===== src/rtl/measure_scheduler.sv =====
// Measurement sequencer for a ring-oscillator edge counter: settle, average a burst
// of counting windows, hand the result to a UART, then idle for a gap before repeating.
module measure_scheduler #(
  parameter int unsigned SETTLE_CYCLES = 16,
  parameter int unsigned WIN_CYCLES    = 256,
  parameter int unsigned AVG_LOG2      = 2,
  parameter int unsigned GAP_CYCLES    = 64
) (
  input  logic       clk,
  input  logic       rst,
  input  logic       run,
  input  logic [7:0] count_in,
  input  logic       tx_busy,
  output logic       ro_en,
  output logic       cnt_clr,
  output logic       tx_start,
  output logic [7:0] result,
  output logic       result_valid,
  output logic       sat,
  output logic       busy
);

  localparam int unsigned MAX_A     = (SETTLE_CYCLES > WIN_CYCLES) ? SETTLE_CYCLES : WIN_CYCLES;
  localparam int unsigned MAX_C     = (MAX_A > GAP_CYCLES) ? MAX_A : GAP_CYCLES;
  localparam int unsigned CW        = (MAX_C > 1) ? $clog2(MAX_C) : 1;
  localparam int unsigned IW        = (AVG_LOG2 > 0) ? AVG_LOG2 : 1;
  localparam int unsigned AW        = 8 + AVG_LOG2;
  localparam int unsigned LAST_WIN  = (1 << AVG_LOG2) - 1;

  localparam logic [CW-1:0] SETTLE_LD = CW'(SETTLE_CYCLES - 1);
  localparam logic [CW-1:0] WIN_LD    = CW'(WIN_CYCLES - 1);
  localparam logic [CW-1:0] GAP_LD    = CW'(GAP_CYCLES - 1);
  localparam logic [IW-1:0] IDX_LAST  = IW'(LAST_WIN);

  typedef enum logic [2:0] {
    IDLE,
    SETTLE,
    MEASURE,
    SEND,
    WAIT_TX,
    GAP
  } state_e;

  state_e        state_q, state_d;
  logic [CW-1:0] cnt_q, cnt_d;
  logic [IW-1:0] idx_q, idx_d;
  logic [AW-1:0] acc_q, acc_d;
  logic          sat_acc_q, sat_acc_d;
  logic          stop_q, stop_d;
  logic          ro_en_q, ro_en_d;
  logic          cnt_clr_q, cnt_clr_d;
  logic          tx_start_q, tx_start_d;
  logic [7:0]    result_q, result_d;
  logic          result_valid_q, result_valid_d;
  logic          sat_q, sat_d;
  logic          busy_q, busy_d;

  logic [AW-1:0] sum;
  logic          is_ff;

  always_comb begin
    state_d        = state_q;
    cnt_d          = cnt_q;
    idx_d          = idx_q;
    acc_d          = acc_q;
    sat_acc_d      = sat_acc_q;
    stop_d         = stop_q;
    tx_start_d     = tx_start_q;
    result_d       = result_q;
    sat_d          = sat_q;
    cnt_clr_d      = 1'b0;
    result_valid_d = 1'b0;
    sum            = acc_q + AW'(count_in);
    is_ff          = (count_in == 8'hFF);

    unique case (state_q)
      IDLE: begin
        if (run) begin
          state_d = SETTLE;
          cnt_d   = SETTLE_LD;
        end
      end
      SETTLE: begin
        if (!run) begin
          state_d = IDLE;
          cnt_d   = '0;
        end else if (cnt_q == '0) begin
          state_d   = MEASURE;
          cnt_clr_d = 1'b1;
          acc_d     = '0;
          idx_d     = '0;
          sat_acc_d = 1'b0;
          cnt_d     = WIN_LD;
        end else begin
          cnt_d = cnt_q - 1'b1;
        end
      end
      MEASURE: begin
        if (!run) begin
          // Abort drops the partial burst; published result/sat are left untouched.
          state_d   = IDLE;
          cnt_d     = '0;
          acc_d     = '0;
          idx_d     = '0;
          sat_acc_d = 1'b0;
        end else if (cnt_q == '0) begin
          if (idx_q == IDX_LAST) begin
            state_d        = SEND;
            result_d       = 8'(sum >> AVG_LOG2);
            sat_d          = sat_acc_q | is_ff;
            result_valid_d = 1'b1;
            tx_start_d     = 1'b1;
            stop_d         = 1'b0;
            acc_d          = '0;
            idx_d          = '0;
            sat_acc_d      = 1'b0;
          end else begin
            acc_d     = sum;
            sat_acc_d = sat_acc_q | is_ff;
            idx_d     = idx_q + IW'(1);
            cnt_clr_d = 1'b1;
            cnt_d     = WIN_LD;
          end
        end else begin
          cnt_d = cnt_q - 1'b1;
        end
      end
      SEND: begin
        if (!run) stop_d = 1'b1;
        if (tx_busy) begin
          tx_start_d = 1'b0;
          state_d    = WAIT_TX;
        end
      end
      WAIT_TX: begin
        if (!run) stop_d = 1'b1;
        if (!tx_busy) begin
          stop_d = 1'b0;
          if (stop_q || !run) begin
            state_d = IDLE;
          end else begin
            state_d = GAP;
            cnt_d   = GAP_LD;
          end
        end
      end
      GAP: begin
        if (!run) begin
          state_d = IDLE;
          cnt_d   = '0;
        end else if (cnt_q == '0) begin
          state_d = SETTLE;
          cnt_d   = SETTLE_LD;
        end else begin
          cnt_d = cnt_q - 1'b1;
        end
      end
      default: begin
        state_d = IDLE;
        cnt_d   = '0;
      end
    endcase

    ro_en_d = (state_d == SETTLE) || (state_d == MEASURE);
    busy_d  = (state_d != IDLE);
  end

  always_ff @(posedge clk or negedge rst) begin
    if (!rst) begin
      state_q        <= IDLE;
      cnt_q          <= '0;
      idx_q          <= '0;
      acc_q          <= '0;
      sat_acc_q      <= 1'b0;
      stop_q         <= 1'b0;
      ro_en_q        <= 1'b0;
      cnt_clr_q      <= 1'b0;
      tx_start_q     <= 1'b0;
      result_q       <= '0;
      result_valid_q <= 1'b0;
      sat_q          <= 1'b0;
      busy_q         <= 1'b0;
    end else begin
      state_q        <= state_d;
      cnt_q          <= cnt_d;
      idx_q          <= idx_d;
      acc_q          <= acc_d;
      sat_acc_q      <= sat_acc_d;
      stop_q         <= stop_d;
      ro_en_q        <= ro_en_d;
      cnt_clr_q      <= cnt_clr_d;
      tx_start_q     <= tx_start_d;
      result_q       <= result_d;
      result_valid_q <= result_valid_d;
      sat_q          <= sat_d;
      busy_q         <= busy_d;
    end
  end

  assign ro_en        = ro_en_q;
  assign cnt_clr      = cnt_clr_q;
  assign tx_start     = tx_start_q;
  assign result       = result_q;
  assign result_valid = result_valid_q;
  assign sat          = sat_q;
  assign busy         = busy_q;

endmodule


===== config.mk =====
export PLATFORM = sky130hd
export DESIGN_NAME = measure_scheduler
export DESIGN_NICKNAME = d
export VERILOG_FILES = /design/src/rtl/measure_scheduler.sv
export SDC_FILE = /design/constraint.sdc
export NUM_CORES = 1
export LEC_CHECK = 0
export CAP_MARGIN = 20
export CORE_MARGIN = 8
export CORE_UTILIZATION = 61
export CTS_CLUSTER_SIZE = 12
export DETAILED_ROUTE_END_ITERATION = 12
export PLACE_DENSITY = 0.85
export SYNTH_ARGS = -nofsm -noshare
export SYNTH_HDL_FRONTEND = slang
export SYNTH_SLANG_ARGS = --single-unit

===== constraint.sdc =====
create_clock -name clk -period 3.9 [get_ports clk]
set_clock_uncertainty 0.1 [all_clocks]
set_input_delay 0.78 -clock clk [delete_from_list [all_inputs] [get_ports clk]]
set_output_delay 0.78 -clock clk [all_outputs]
set_load 0.1 [all_outputs]

; ---- Word-level counts from Yosys, hierarchy flattened
; Index checks and enable logic that the tools add are counted.
[op_classes]
div_mod_pow = 0
addsub = 3
n_bitwise = 2
order_cmp = 0
n_eq_ne = 20
reduce_logical = 14
n_mul = 0
shift = 0
n_mux = 62
[ops]
columns = cell, n
row1 = $mux 8, 10
row2 = $mux 10, 5
row3 = $pmux 8 s6, 1
row4 = $mux 3, 11
row5 = $mux 1, 23
row6 = $pmux 10 s2, 1
row7 = $ne 2x2->1 const B, 9
row8 = $pmux 3 s6, 1
row9 = $reduce_and 4->1, 3
row10 = $add 10x8->10, 1
row11 = $mux 2, 5
row12 = $reduce_and 5->1, 2
row13 = $eq 3x2->1 const B, 3
row14 = $eq 8x8->1 const B, 1
row15 = $logic_not 8->1, 1
row16 = $sub 8x1->8 const B, 1
row17 = $eq 3x1->1 const B, 2
row18 = $eq 3x3->1 const B, 2
row19 = $pmux 1 s2, 3
row20 = $reduce_bool 3->1, 2
row21 = $ne 4x4->1 const B, 1
row22 = $pmux 2 s2, 1
row23 = $reduce_bool 2->1, 2
row24 = $logic_not 3->1, 1
row25 = other kinds (8), 9
[word_totals]
rom_bits = 0
n_memories = 0
word_cells = 114
out_inout_bits = 14
latchBits = 0
reg_bits = 39
mem_bits_rw = 0

; ---- Longest topological paths before layout
[depth]
word_depth = 7
mapped_depth = 8

; ---- Worst setup path after synthesis
; OpenSTA, ideal clock, no wires.
[synth_path]
path_kind = input -> register
startpoint = in count_in[0]
endpoint = reg result_q[6] (netlist: result[6])
cell_stages = 7
arrival_ns = 2.231
path_slack_ns = 1.440
setup_time_ns = 0.129
n_path_buf = 0
required_ns = 3.671
path_cell_list = ha_1 > fa_1 > a211oi_1 > o21ai_0 > a31oi_1 > xnor2_1 > o21ai_0
[synth_via]
elab_chain_len = 1
[synth_lines]
columns = element, line_no
row1 = "start, declared", 12  ; input logic [7:0] count_in,
row2 = $add 10x8->10, 73  ; sum = acc_q + AW'(count_in);
row3 = "end signal, assigned", 193  ; result_q <= result_d;
row4 = "end, declared", 53  ; logic [7:0] result_q, result_d;
; Every way passes these cells.
; A chain may end at the register's enable or synchronous reset.

; ---- Worst setup path in the final report
; Same ends and word-level chain as after synthesis.

==> flow_metrics.tcl <==
set metrics [dict create \
    run_status "finished clean" \
    timing.fmax_mhz 354 \
    synth_top_cells_by_area "sky130_fd_sc_hd__dfrtp_1 41%, sky130_fd_sc_hd__o21ai_0 5.9%, sky130_fd_sc_hd__ha_1 5.3%" \
    finalSetupViolCount 0 \
    grt_antenna_before_repair 0 \
    detail_route.vias_per_cell 6.21 \
    synthesis.nets 276 \
    crit_path_start_kind "input port" \
    cts.sink_count 39 \
    vdd_ir_drop_max_v 0.000361 \
    core_area_sq_um 3690 \
    grt_util_met1_pct 23.2 \
    groute.layer.met2.usage_pct 28.4 \
    chipWidth_um 78.3 \
    drc 0 \
    clock_tree_from_tritoncts "done" \
    synth_compound_area_share_pct 23.9 \
    globalRoute.totalOverflow 0 \
    global_route_wire_length_before_repair_um 9140 \
    path_max_fanout 3 \
    crit-reg2reg-launch "cnt_q[0]" \
    timing.critical_path.to_type "flop" \
    layout_worst_path_cycle_share_pct 72.5 \
    max_slew_margin_pct 34.7 \
    netlist-cell-type-count 58 \
    dpl.hpwl_um 3720 \
    critical_path.max_stage_delay_ns 0.43 \
    grt.met3_usage_pct 4.56 \
    cts_resized 0 \
    synth_cells 253 \
    timing.critical_path.cells "clkdlybuf4s50_1, ha_1, fa_1, a211oi_1, o21ai_0, a31oi_1, xnor2_1, o21ai_0" \
    cellPowerDensity_nw_per_um2 373 \
    drt-pass1-iter-count 4 \
    post_synth_fa_ha_maj_area_fraction_pct 6.14 \
    total_power_of_the_final_layout_mw 1.01 \
    cts_root_buf "sky130_fd_sc_hd__clkbuf_8" \
    gpl.final_weighted_congestion 0.893 \
    synth-edff-count 0 \
    synth.avg_cell_area_sq_um 9.35 \
    grt_most_used_layer "met2" \
    finalWorstPathRequiredPeriod_ns 2.83 \
    synth.area.mux_share_pct 1.43 \
    holdCritPathClass "flop to flop" \
    setup_ws_ns 1.07 \
    drt_iter0_markers 160 \
    crit_family "compound AO/OA/AOI/OAI gates" \
    number_of_ports_placed_on_the_die_boundary 26 \
    grt_setup_unrepaired "false" \
    initial_utilization_pct 64.1 \
    grt_pass1_vias 2001 \
    hold_path.startpoint "tx_start" \
    syn-cell-area_sq_um 2360 \
    place.port_buffers 25 \
    die_h_um 78.3 \
    largest_family_of_logic_cells_by_synthesized_area "compound AO/OA/AOI/OAI gates" \
    tightest_slew_ns 0.976 \
    design.die.area_sq_um 6120 \
    route.antenna.remaining_nets 0 \
    largest_net_degree_at_the_start_of_global_routing 40 \
    antenna_cells 0 \
    ys_ff_latch 39 \
    final_nets 301 \
    post-cts-setup-buffers 0 \
    h-tree-depth 2 \
    yosys.area_share.simple_pct 21.9 \
    count_of_pins_over_their_slew_limit 0 \
    worst-path-buf-inv 1 \
    ys_seq_area_share_pct 41.3 \
    detailroute.via_count 2017 \
    synthDominantAreaCellType "sky130_fd_sc_hd__dfrtp_1" \
    power_leakage_nw 1.24 \
    worst_setup_path_startpoint "count_in[0]" \
    area_growth_syn_to_layout_pct 14.9 \
    synthDominantCellAreaShare_pct 41.3 \
    grt.total_usage_pct 17.7 \
    max-cap-violations 0 \
    number_of_warnings_printed_during_yosys_synthesis 0 \
    hold_ws_ns 0.376 \
    post-place-ws_ns 0.782 \
    hold_viol_final 0 \
    path_clk_slew_ns 0.07 \
    holdBufCountCts 0 \
    cp_data_arrival_time_ns 2.90 \
    slowest_stage "sky130_fd_sc_hd__clkdlybuf4s50_1" \
    routed_wirelength_normalized_by_instance_count_um 15.5 \
    synth_flop_type "sky130_fd_sc_hd__dfrtp_1" \
    filler_cell_count 301 \
    timing.setup.critical_path_class "input port to flop" \
    worst-endpoint-required_ns 3.97 \
    wirelength_um 5040 \
    async_set_or_reset_flop_fraction_in_the_synthesized_netlist_pct 100 \
    clk_latency_ns 0.28 \
    yosys.area_share.xor_xnor_pct 2.22 \
    cts_buffers 5 \
    cts_buffer_depth 2 \
    timing.setup.tns_ns 0 \
    critical_path_s_most_frequent_cell "sky130_fd_sc_hd__o21ai_0" \
    placementRows 22 \
    layout-drive-gt1-share_pct 8.30 \
]
[final cells by class]
cell class / instances / area [sq um] / share of cell area, %
well taps: 48 / 60.1 / 2.21
repair buffers: 27 / 260 / 9.58
flip-flops and latches: 39 / 976 / 35.9
clock buffers: 6 / 72.6 / 2.67
inverters: 9 / 33.8 / 1.24
multi-input cells: 196 / 1310 / 48.4
[power breakdown]
group | switching [mW] | internal, mW | leakage [nW]
logic | 0.177 | 0.104 | 0.681
registers | 0.0448 | 0.443 | 0.525
clock network | 0.126 | 0.119 | 0.0371
[Yosys cell counts, drive strengths merged, types with 2 or more instances]
library cell / instances
o31ai: 2
xnor2: 3
a21oi: 18
o41ai: 2
buf: 7
ha: 10
nor3: 8
and2: 2
o21ai: 28
or4: 2
mux2: 3
a21o: 4
a22o: 6
nand2b: 7
nand4: 6
o2111ai: 2
nor3b: 3
o21bai: 3
o21a: 3
clkbuf: 2
inv: 9
nor4: 4
a31oi: 3
o32a: 2
xor2: 3
nor2: 14
nand3: 6
nor2b: 5
dfrtp: 39
nand2: 30
[sequential cells by signal (all words and copies together) (netlist names)]
| signal | count |
|---|---|
| acc_q | 10 |
| busy | 1 |
| cnt_clr | 1 |
| cnt_q | 8 |
| idx_q | 2 |
| result | 8 |
| result_valid | 1 |
| ro_en | 1 |
| sat | 1 |
| sat_acc_q | 1 |
| state_q | 3 |
| stop_q | 1 |
| tx_start | 1 |
[metrics by stage]
step	cell area (sq um)	cells	util, %
6_report	2720	325	73.6
5_1_grt	2720	325	73.6
4_1_cts	2720	325	73.6
3_5_place_dp	2640	319	71.7
3_3_place_gp	2640	319	71.7
2_1_floorplan	2360	253	-
[worst reg2reg max path: cells and delay by family (launching register included)]
| family | cells | cell delay (ns) |
|---|---|---|
| AO/OA/AOI/OAI | 2 | 0.94 |
| adder cells (fa/ha/maj) | 1 | 0.21 |
| buffers and inverters | 1 | 0.08 |
| flip-flops | 1 | 0.41 |
| AND/OR/NAND/NOR | 2 | 0.53 |
[layout by cell type (no fill, tap or decap), types with 2 or more instances in the layout]
master / synthesis / final
sky130_fd_sc_hd__o32a_1: 2 / 2
sky130_fd_sc_hd__a21o_1: 4 / 4
sky130_fd_sc_hd__nor2_1: 13 / 13
sky130_fd_sc_hd__nor4_1: 3 / 3
sky130_fd_sc_hd__xor2_1: 3 / 3
sky130_fd_sc_hd__o2111ai_1: 2 / 2
sky130_fd_sc_hd__o21a_1: 3 / 3
sky130_fd_sc_hd__nand4_1: 5 / 5
sky130_fd_sc_hd__nor3_1: 6 / 6
sky130_fd_sc_hd__nand2b_1: 6 / 6
sky130_fd_sc_hd__buf_4: 0 / 2
sky130_fd_sc_hd__and2_1: 2 / 2
sky130_fd_sc_hd__a22o_1: 6 / 6
sky130_fd_sc_hd__nor3_2: 2 / 2
sky130_fd_sc_hd__o21ai_0: 28 / 28
sky130_fd_sc_hd__nand3_1: 6 / 6
sky130_fd_sc_hd__dfrtp_1: 39 / 39
sky130_fd_sc_hd__clkdlybuf4s50_1: 0 / 24
sky130_fd_sc_hd__inv_1: 9 / 9
sky130_fd_sc_hd__a21oi_1: 18 / 18
sky130_fd_sc_hd__nor3b_1: 2 / 2
sky130_fd_sc_hd__xnor2_1: 3 / 3
sky130_fd_sc_hd__clkbuf_8: 0 / 5
sky130_fd_sc_hd__nand2_1: 29 / 29
sky130_fd_sc_hd__ha_1: 10 / 10
sky130_fd_sc_hd__mux2_2: 3 / 3
sky130_fd_sc_hd__nor2b_1: 5 / 5
sky130_fd_sc_hd__o21bai_1: 3 / 3
sky130_fd_sc_hd__a31oi_1: 3 / 3
[metal layers]
| layer | up-vias | routed length (um) | part of all wire (%) |
|---|---|---|---|
| met1 | 973 | 2330 | 46 |
| met3 | 5 | 298 | 5.9 |
| met4 | 0 | 42 | 0.83 |
| li1 | 993 | - | - |
| met2 | 46 | 2360 | 47 |
| met5 | - | 0 | 0 |
[kinds of logic (layout without fill, tap and decap cells)]
group,count (synthesis),count (layout)
AND/OR/NAND/NOR,91,91
flip-flops,39,39
adder cells (fa/ha/maj),11,11
buffers and inverters,18,42
AO/OA/AOI/OAI,85,85
multiplexers,3,3
XOR/XNOR,6,6
[path summary, 6_finish.rpt]
path,end,slack (ns),cells past startpoint
worst max-delay path,result[6],1.07,8
worst min-delay path,tx_start,0.38,2
worst max register to register,acc_q[9],1.52,6
worst min register to register,tx_start,0.38,2
max in group asynchronous,result[7],2.68,1
min in group asynchronous,result[0],0.50,1
Note: power is estimated with default switching activity, not from simulation.
